--- config.mk ---
export PLATFORM = sky130hd
export DESIGN_NAME = encrypt_pipe_class_stage
export DESIGN_NICKNAME = d
export VERILOG_FILES = /design/src/rtl/encrypt_pipe_class_stage.sv
export SDC_FILE = /design/constraint.sdc
export NUM_CORES = 1
export LEC_CHECK = 0
export ABC_CLOCK_PERIOD_IN_PS = 3100
export BUFFER_PORTS_ARGS = -buffer_cell sky130_fd_sc_hd__clkbuf_2
export CORE_MARGIN = 2
export CORE_UTILIZATION = 30
export CTS_BUF_LIST = sky130_fd_sc_hd__clkbuf_4
export DETAILED_ROUTE_END_ITERATION = 8
export GPL_ROUTABILITY_DRIVEN = 0
export PLACE_DENSITY_LB_ADDON = 0.1
export SLEW_MARGIN = 25
export SYNTH_ARGS = -nofsm -noshare
export SYNTH_HDL_FRONTEND = slang
export SYNTH_SLANG_ARGS = --single-unit
--- constraint.sdc ---
create_clock -name clk -period 3.1 [get_ports clk]
set_clock_uncertainty 0.1 [all_clocks]
set_input_delay 0.31 -clock clk [delete_from_list [all_inputs] [get_ports clk]]
set_output_delay 0.31 -clock clk [all_outputs]
set_load 0.01 [all_outputs]
--- src/rtl/encrypt_pipe_class_stage.sv ---
// Purpose : classify ASCII lanes (upper/lower/digit), build per-lane one-hot alphabet index, forward sideband.
// Latency : 1 cycle from accept to output; every output field is registered at the skid-buffer head.
// Backpr. : 2-entry skid buffer; in_ready (registered) drops only while both entries are full.
//
// Ports
//   clk, rst              clock, asynchronous active-low reset
//   in_valid/in_ready     input handshake; din carries LANES bytes, lane i = din[8i+7:8i]
//   lane_en               per-lane enable (disabled lanes produce zero flags and zero one-hot)
//   k1,k2,k3,rot_freq,shift_en,shift_amt,mode   sideband, forwarded unchanged with the beat
//   cnt_clr               synchronous clear of alpha_cnt
//   out_valid/out_ready   output handshake
//   is_upper/is_lower/is_digit, onehot_data     per-lane classification of the head beat
//   k1_o..mode_o          forwarded sideband of the head beat
//   alpha_cnt             saturating count of alpha lanes accepted
module encrypt_pipe_class_stage #(
  parameter int LANES    = 4,
  parameter int ALPHA_N  = 26,
  parameter bit DIGIT_EN = 1'b1,
  parameter int CNT_W    = 16
) (
  input  logic                       clk,
  input  logic                       rst,
  input  logic                       in_valid,
  output logic                       in_ready,
  input  logic [LANES*8-1:0]         din,
  input  logic [LANES-1:0]           lane_en,
  input  logic [7:0]                 k1,
  input  logic [7:0]                 k2,
  input  logic [7:0]                 k3,
  input  logic [2:0]                 rot_freq,
  input  logic                       shift_en,
  input  logic                       shift_amt,
  input  logic                       mode,
  input  logic                       cnt_clr,
  output logic                       out_valid,
  input  logic                       out_ready,
  output logic [LANES-1:0]           is_upper,
  output logic [LANES-1:0]           is_lower,
  output logic [LANES-1:0]           is_digit,
  output logic [LANES*ALPHA_N-1:0]   onehot_data,
  output logic [7:0]                 k1_o,
  output logic [7:0]                 k2_o,
  output logic [7:0]                 k3_o,
  output logic [2:0]                 rot_freq_o,
  output logic                       shift_en_o,
  output logic                       shift_amt_o,
  output logic                       mode_o,
  output logic [CNT_W-1:0]           alpha_cnt
);

  // One buffered beat: classification results plus the sideband that travels with it.
  typedef struct packed {
    logic [LANES-1:0]         upper;
    logic [LANES-1:0]         lower;
    logic [LANES-1:0]         digit;
    logic [LANES*ALPHA_N-1:0] onehot;
    logic [7:0]               k1;
    logic [7:0]               k2;
    logic [7:0]               k3;
    logic [2:0]               rot_freq;
    logic                     shift_en;
    logic                     shift_amt;
    logic                     mode;
  } beat_t;

  typedef enum logic [1:0] {
    S_EMPTY = 2'd0,
    S_ONE   = 2'd1,
    S_TWO   = 2'd2
  } state_t;

  state_t            state_q, state_d;
  logic              in_ready_q;
  beat_t             head_q, head_d;
  beat_t             tail_q, tail_d;
  beat_t             new_beat;
  logic [CNT_W-1:0]  cnt_q, cnt_d;
  logic [CNT_W-1:0]  cnt_base;
  logic [CNT_W:0]    cnt_sum;
  logic [CNT_W-1:0]  new_pop;
  logic [7:0]        lane_byte;
  logic [ALPHA_N-1:0] lane_oh;

  logic accept;
  logic deliver;

  assign accept  = in_valid & in_ready_q;
  assign deliver = out_valid & out_ready;

  // ---------------------------------------------------------------------------
  // Lane classification of the incoming beat (used only on accept)
  // ---------------------------------------------------------------------------
  always_comb begin
    new_beat  = '0;
    lane_byte = '0;
    lane_oh   = '0;
    new_pop   = '0;
    for (int i = 0; i < LANES; i++) begin
      lane_byte = din[8*i +: 8];
      lane_oh   = '0;
      if (mode && lane_en[i]) begin
        // Default for any enabled lane that is not alpha: pass the byte through.
        lane_oh = {{(ALPHA_N-8){1'b0}}, lane_byte};
        if (shift_en) begin
          if (lane_byte >= 8'd65 && lane_byte <= 8'd90) begin
            new_beat.upper[i] = 1'b1;
            lane_oh = {{(ALPHA_N-1){1'b0}}, 1'b1} << (lane_byte - 8'd65);
          end else if (lane_byte >= 8'd97 && lane_byte <= 8'd122) begin
            new_beat.lower[i] = 1'b1;
            lane_oh = {{(ALPHA_N-1){1'b0}}, 1'b1} << (lane_byte - 8'd97);
          end else if (DIGIT_EN && lane_byte >= 8'd48 && lane_byte <= 8'd57) begin
            new_beat.digit[i] = 1'b1;
          end
        end
      end
      new_beat.onehot[i*ALPHA_N +: ALPHA_N] = lane_oh;
      new_pop = new_pop + CNT_W'(new_beat.upper[i] | new_beat.lower[i]);
    end
    new_beat.k1        = k1;
    new_beat.k2        = k2;
    new_beat.k3        = k3;
    new_beat.rot_freq  = rot_freq;
    new_beat.shift_en  = shift_en;
    new_beat.shift_amt = shift_amt;
    new_beat.mode      = mode;
  end

  // ---------------------------------------------------------------------------
  // Skid buffer control: state register / next state / outputs
  // ---------------------------------------------------------------------------
  always_ff @(posedge clk or negedge rst) begin
    if (!rst) begin
      state_q    <= S_EMPTY;
      in_ready_q <= 1'b1;
    end else begin
      state_q    <= state_d;
      // Registered ready: low exactly while the next state is full.
      in_ready_q <= (state_d != S_TWO);
    end
  end

  always_comb begin
    state_d = state_q;
    case (state_q)
      S_EMPTY: if (accept) state_d = S_ONE;
      S_ONE: begin
        if (accept && !deliver)      state_d = S_TWO;
        else if (deliver && !accept) state_d = S_EMPTY;
      end
      S_TWO:   if (deliver) state_d = S_ONE;
      default: state_d = S_EMPTY;
    endcase
  end

  always_comb begin
    out_valid = (state_q != S_EMPTY);
    in_ready  = in_ready_q;
  end

  // ---------------------------------------------------------------------------
  // Buffer datapath: head feeds the outputs, tail holds the skid entry
  // ---------------------------------------------------------------------------
  always_comb begin
    head_d = head_q;
    tail_d = tail_q;
    case (state_q)
      S_EMPTY: if (accept) head_d = new_beat;
      S_ONE: begin
        // Simultaneous accept and deliver replaces the head directly.
        if (accept && deliver) head_d = new_beat;
        else if (accept)       tail_d = new_beat;
      end
      S_TWO:   if (deliver) head_d = tail_q;
      default: ;
    endcase
  end

  always_ff @(posedge clk or negedge rst) begin
    if (!rst) begin
      head_q <= '0;
      tail_q <= '0;
    end else begin
      head_q <= head_d;
      tail_q <= tail_d;
    end
  end

  // ---------------------------------------------------------------------------
  // Saturating alpha counter; a clear in the same cycle as an accept keeps
  // the new beat's contribution.
  // ---------------------------------------------------------------------------
  always_comb begin
    cnt_base = cnt_clr ? '0 : cnt_q;
    cnt_sum  = {1'b0, cnt_base} + {1'b0, new_pop};
    cnt_d    = cnt_base;
    if (accept) cnt_d = cnt_sum[CNT_W] ? '1 : cnt_sum[CNT_W-1:0];
  end

  always_ff @(posedge clk or negedge rst) begin
    if (!rst) cnt_q <= '0;
    else      cnt_q <= cnt_d;
  end

  // ---------------------------------------------------------------------------
  // Outputs
  // ---------------------------------------------------------------------------
  assign is_upper    = head_q.upper;
  assign is_lower    = head_q.lower;
  assign is_digit    = head_q.digit;
  assign onehot_data = head_q.onehot;
  assign k1_o        = head_q.k1;
  assign k2_o        = head_q.k2;
  assign k3_o        = head_q.k3;
  assign rot_freq_o  = head_q.rot_freq;
  assign shift_en_o  = head_q.shift_en;
  assign shift_amt_o = head_q.shift_amt;
  assign mode_o      = head_q.mode;
  assign alpha_cnt   = cnt_q;

endmodule

==> metrics.md <==
| Metric | Value |
|---|---|
| Cell area after placement | 19200 sq um |
| Avg Inst Size Synth | 8.74 sq um |
| Final instance area | 21300 sq um |
| CTS buffer count | 93 |
| Fin util | 0.396 |
| Post-DP HPWL | 41000 um |
| Sw Share | 0.371 |
| Minimum clock period | 3.03 ns |
| GRT overflow | 0 |
| Slew @ Worst Pin | 0.848 ns |
| Pins over their slew limit | 0 |
| YS warnings | 0 |
| P_sw | 5.13 mW |
| WP data arrival | 3.60 ns |
| Post-Synthesis Cells | 1862 |
| Status | finished, final reports clean |
| FMAX | 0.330 GHz |
| Input/output buffers | 234 |
| Hold Startpoint | din[2] |
| Ys async rst share | 1.00 |
| Vias in the first global route | 15868 |
| Pleak | 9.68 nW |
| Hold Fails Final Rpt | 0 |
| Area Growth Syn to Fin | 30.7% |
| Prevailing post-synth register cell | dfrtp_1 |
| WL/cell | 19.6 um |
| Initial Util | 0.303 |
| Initial antenna violation count | 2 |
| R2R depth | 7 |
| Post-Route WL | 59800 um |
| Root Buffer | clkbuf_4 |
| Final setup viols | 0 |
| Fin crit share | 0.977 |
| Critical-path maximum fanout | 3 |
| Setup TNS | 0 ns |
| Pint | 8.69 mW |
| Multi-input gate area | 8020 sq um |
| Critical path, cell by cell | dlygate4sd3_1, clkbuf_4, buf_4, and3_1, nand2_2, fa_1, fa_2, inv_2, fa_2, nand3_2, or3_4, buf_4, nor3_4, nand3b_1, o211a_1 |
| Crit path kind | in2reg |
| Clk buf depth | 3 |
| Htree depth | 3 |
| EDFF count, synth | 0 |
| Reg clk slew, reported paths | 0.06 ns |
| Filler cells | 5519 |
| Register share of total power | 0.412 |
| Syn nets | 1949 |
| Sequential area share after synthesis | 0.478 |
| Num rows | 85 |
| DR pass1 iterations | 5 |
| VDD IR-drop max | 0.253 mV |
| Crit Reg-Reg Endpoint | onehot_data[32]$_DFFE_PN0P_ |
| Tot Pwr | 13.8 mW |
| DRC Markers | 0 |
| CTS sink cnt | 311 |
| R2r startpoint | state_q[1]$_DFF_PN0_ |
| DR vias | 16070 |
| Clk Latency, worst-skew pair | 0.80 ns |
| Slew Limit Headroom | 0.432 |
| IO Count | 235 |
| Critical Path Sink Type | register |
| Hold Path Class | in2reg |
| Clk pwr share | 0.282 |
| Vias per inst | 5.27 |
| Critical Path Sink | alpha_cnt[14]$_DFF_PN0_ |
| CP startpoint | shift_en |
| Core Area | 53700 sq um |
| CTS tree | done |
| Reg2Reg Setup Slack | 0.20 ns |
| Comb power frac | 0.306 |
| Required @ worst endpoint | 3.67 ns |
| Die Span Y | 237 um |
| CP max stage cell | fa_1 |
| Flops & latches, synth | 311 |
| Initial DRC count | 1151 |
| Antenna-violating nets left | 0 |
| Die width | 237 um |
| Layout cells sized above 1 | 0.255 |
| First-pass GRT wire length | 93200 um |
| GRT Util Overall | 0.212 |
| PwrDens | 650 nW/um^2 |
| Synthesized area | 16300 sq um |
| Die area | 56100 sq um |
| FF/Latch Area | 7780 sq um |
| CP max stage delay | 0.53 ns |
| MaxCap Viol Count | 0 |
| Yosys cell types | 88 |
| Final #Nets | 2381 |
| Worst Setup Start Kind | input pin |
| Pin count of the biggest net entering global routing | 81 |
## layer usage
| metal | share of wire | GRT usage |
|---|---|---|
| met5 | 0 | 0 |
| met4 | 0.028 | 0.0813 |
| met3 | 0.050 | 0.0361 |
| met2 | 0.47 | 0.340 |
| met1 | 0.45 | 0.285 |
## final cells by class
class                           count  area share
Multi-Input combinational cell   1385       0.377
Sequential cell                   311       0.366
Timing Repair Buffer              477       0.159
Clock buffer                      127      0.0448
Tap cell                          696      0.0409
Clock inverter                     23     0.00706
Inverter                           26     0.00494
Antenna cell                        2    0.000235
## flip-flops by register name, indices dropped and copies added (netlist names)
name,cells
mode_o,1
is_digit,4
k2_o,8
tail_q,146
is_upper,4
k3_o,8
rot_freq_o,3
onehot_data,104
shift_en_o,1
alpha_cnt,16
is_lower,4
in_ready,1
shift_amt_o,1
state_q,2
k1_o,8
## worst min-delay path by stage
stage,slack (ns),cells after the start,endpoint
6_report,0.09,5,tail_q[50]$_DFFE_PN0P_
5_1_grt,0.09,5,tail_q[82]$_DFFE_PN0P_
4_1_cts,0.004,5,onehot_data[3]$_DFFE_PN0P_
3_5_place_dp,0.14,1,alpha_cnt[10]$_DFF_PN0_
3_3_place_gp,0.15,1,alpha_cnt[10]$_DFF_PN0_
2_1_floorplan,-0.09,0,alpha_cnt[0]$_DFF_PN0_
## power by group through the flow
stage	Sequential, mW	Clock (mW)	Combinational [mW]
floorplan	5.87	0	1.98
global placement	5.75	0	4.13
detailed placement	5.77	0	4.15
CTS	5.70	4.08	4.29
global route	5.82	4.29	4.70
finish	5.69	3.90	4.23
## synth_stat cells (5+ instances only)
master / count / share of area
o41ai_1: 11 / 0.0059
o21ai_0: 119 / 0.037
mux2i_1: 7 / 0.0043
o21ba_2: 6 / 0.0037
a21o_1: 7 / 0.0032
a31oi_1: 60 / 0.023
o311ai_0: 6 / 0.0032
a32o_1: 10 / 0.0061
nor2b_1: 15 / 0.0058
nor4_1: 5 / 0.0019
dfrtp_1: 310 / 0.48
and3_1: 47 / 0.018
o21a_1: 14 / 0.0065
nand2b_1: 22 / 0.0085
a2bb2oi_1: 5 / 0.0027
inv_1: 25 / 0.0058
nand4_1: 13 / 0.0050
or3_1: 25 / 0.0096
a221oi_1: 6 / 0.0032
ha_1: 13 / 0.010
nand3b_1: 10 / 0.0046
nor4b_1: 9 / 0.0048
a21oi_1: 138 / 0.042
nand2_1: 368 / 0.085
nor2_1: 143 / 0.033
or2_2: 15 / 0.0058
a32oi_1: 10 / 0.0054
and2_1: 5 / 0.0019
a22oi_1: 11 / 0.0051
xnor2_1: 15 / 0.0081
or4_1: 18 / 0.0083
o211ai_1: 16 / 0.0074
a22o_1: 11 / 0.0059
nand3_1: 45 / 0.014
clkbuf_1: 121 / 0.028
nor3_1: 22 / 0.0068
o22ai_1: 10 / 0.0038
nor3b_1: 8 / 0.0037
o31ai_1: 55 / 0.025
buf_1: 5 / 0.0012
xor2_1: 9 / 0.0048
buf_2: 12 / 0.0037
## per-stage QoR
stage          hold WS, ns  std cells  setup WS, ns
2_1_floorplan      -0.0856       1862        -0.587
3_3_place_gp         0.147       2808        -0.865
3_5_place_dp         0.144       2808        -0.903
4_1_cts            0.00402       3045        0.0271
5_1_grt             0.0876       3047       -0.0306
6_report            0.0941       3047        0.0726
## repair_timing
action | 4_1_cts | 5_1_grt
setup endpoints to repair | 1 | 16
hold buffers | 87 | 0
gates resized for setup | 1 | 18
hold endpoints to repair | 502 | 0
pin swaps | 0 | 6
buffers inserted | 0 | 1
## worst max-delay path: cells and delay by family
kind                     cells  cell delay, ns
AO/OA/AOI/OAI                1            0.13
buffers and inverters        5            1.08
AND/OR/NAND/NOR              6            0.96
adder cells (fa/ha/maj)      3            1.11
## cell usage in the layout (no fill, tap or decap), drive strengths merged, types with 28 or more instances in the layout
cell	count
a31oi	61
and3	47
o31ai	55
clkbuf	360
inv	28
o21ai	124
a21oi	138
nor2	143
buf	158
dlygate4sd3	86
nand3	45
nand2	368
dfrtp	310
## kinds of logic (layout without fill, tap and decap cells)
kind of cell	after synthesis	count (layout)	share of synthesized area
adders and majority gates	16	16	0.0137
DFF	311	311	0.478
and+or+nand+nor	788	788	0.228
other	0	2	0
xor gates and xnor gates	24	24	0.0129
buffers and inverters	166	653	0.0401
muxes	9	9	0.00569
AOI/OAI and AO/OA	548	548	0.222
No activity file was read; power rests on OpenSTA's default activity.
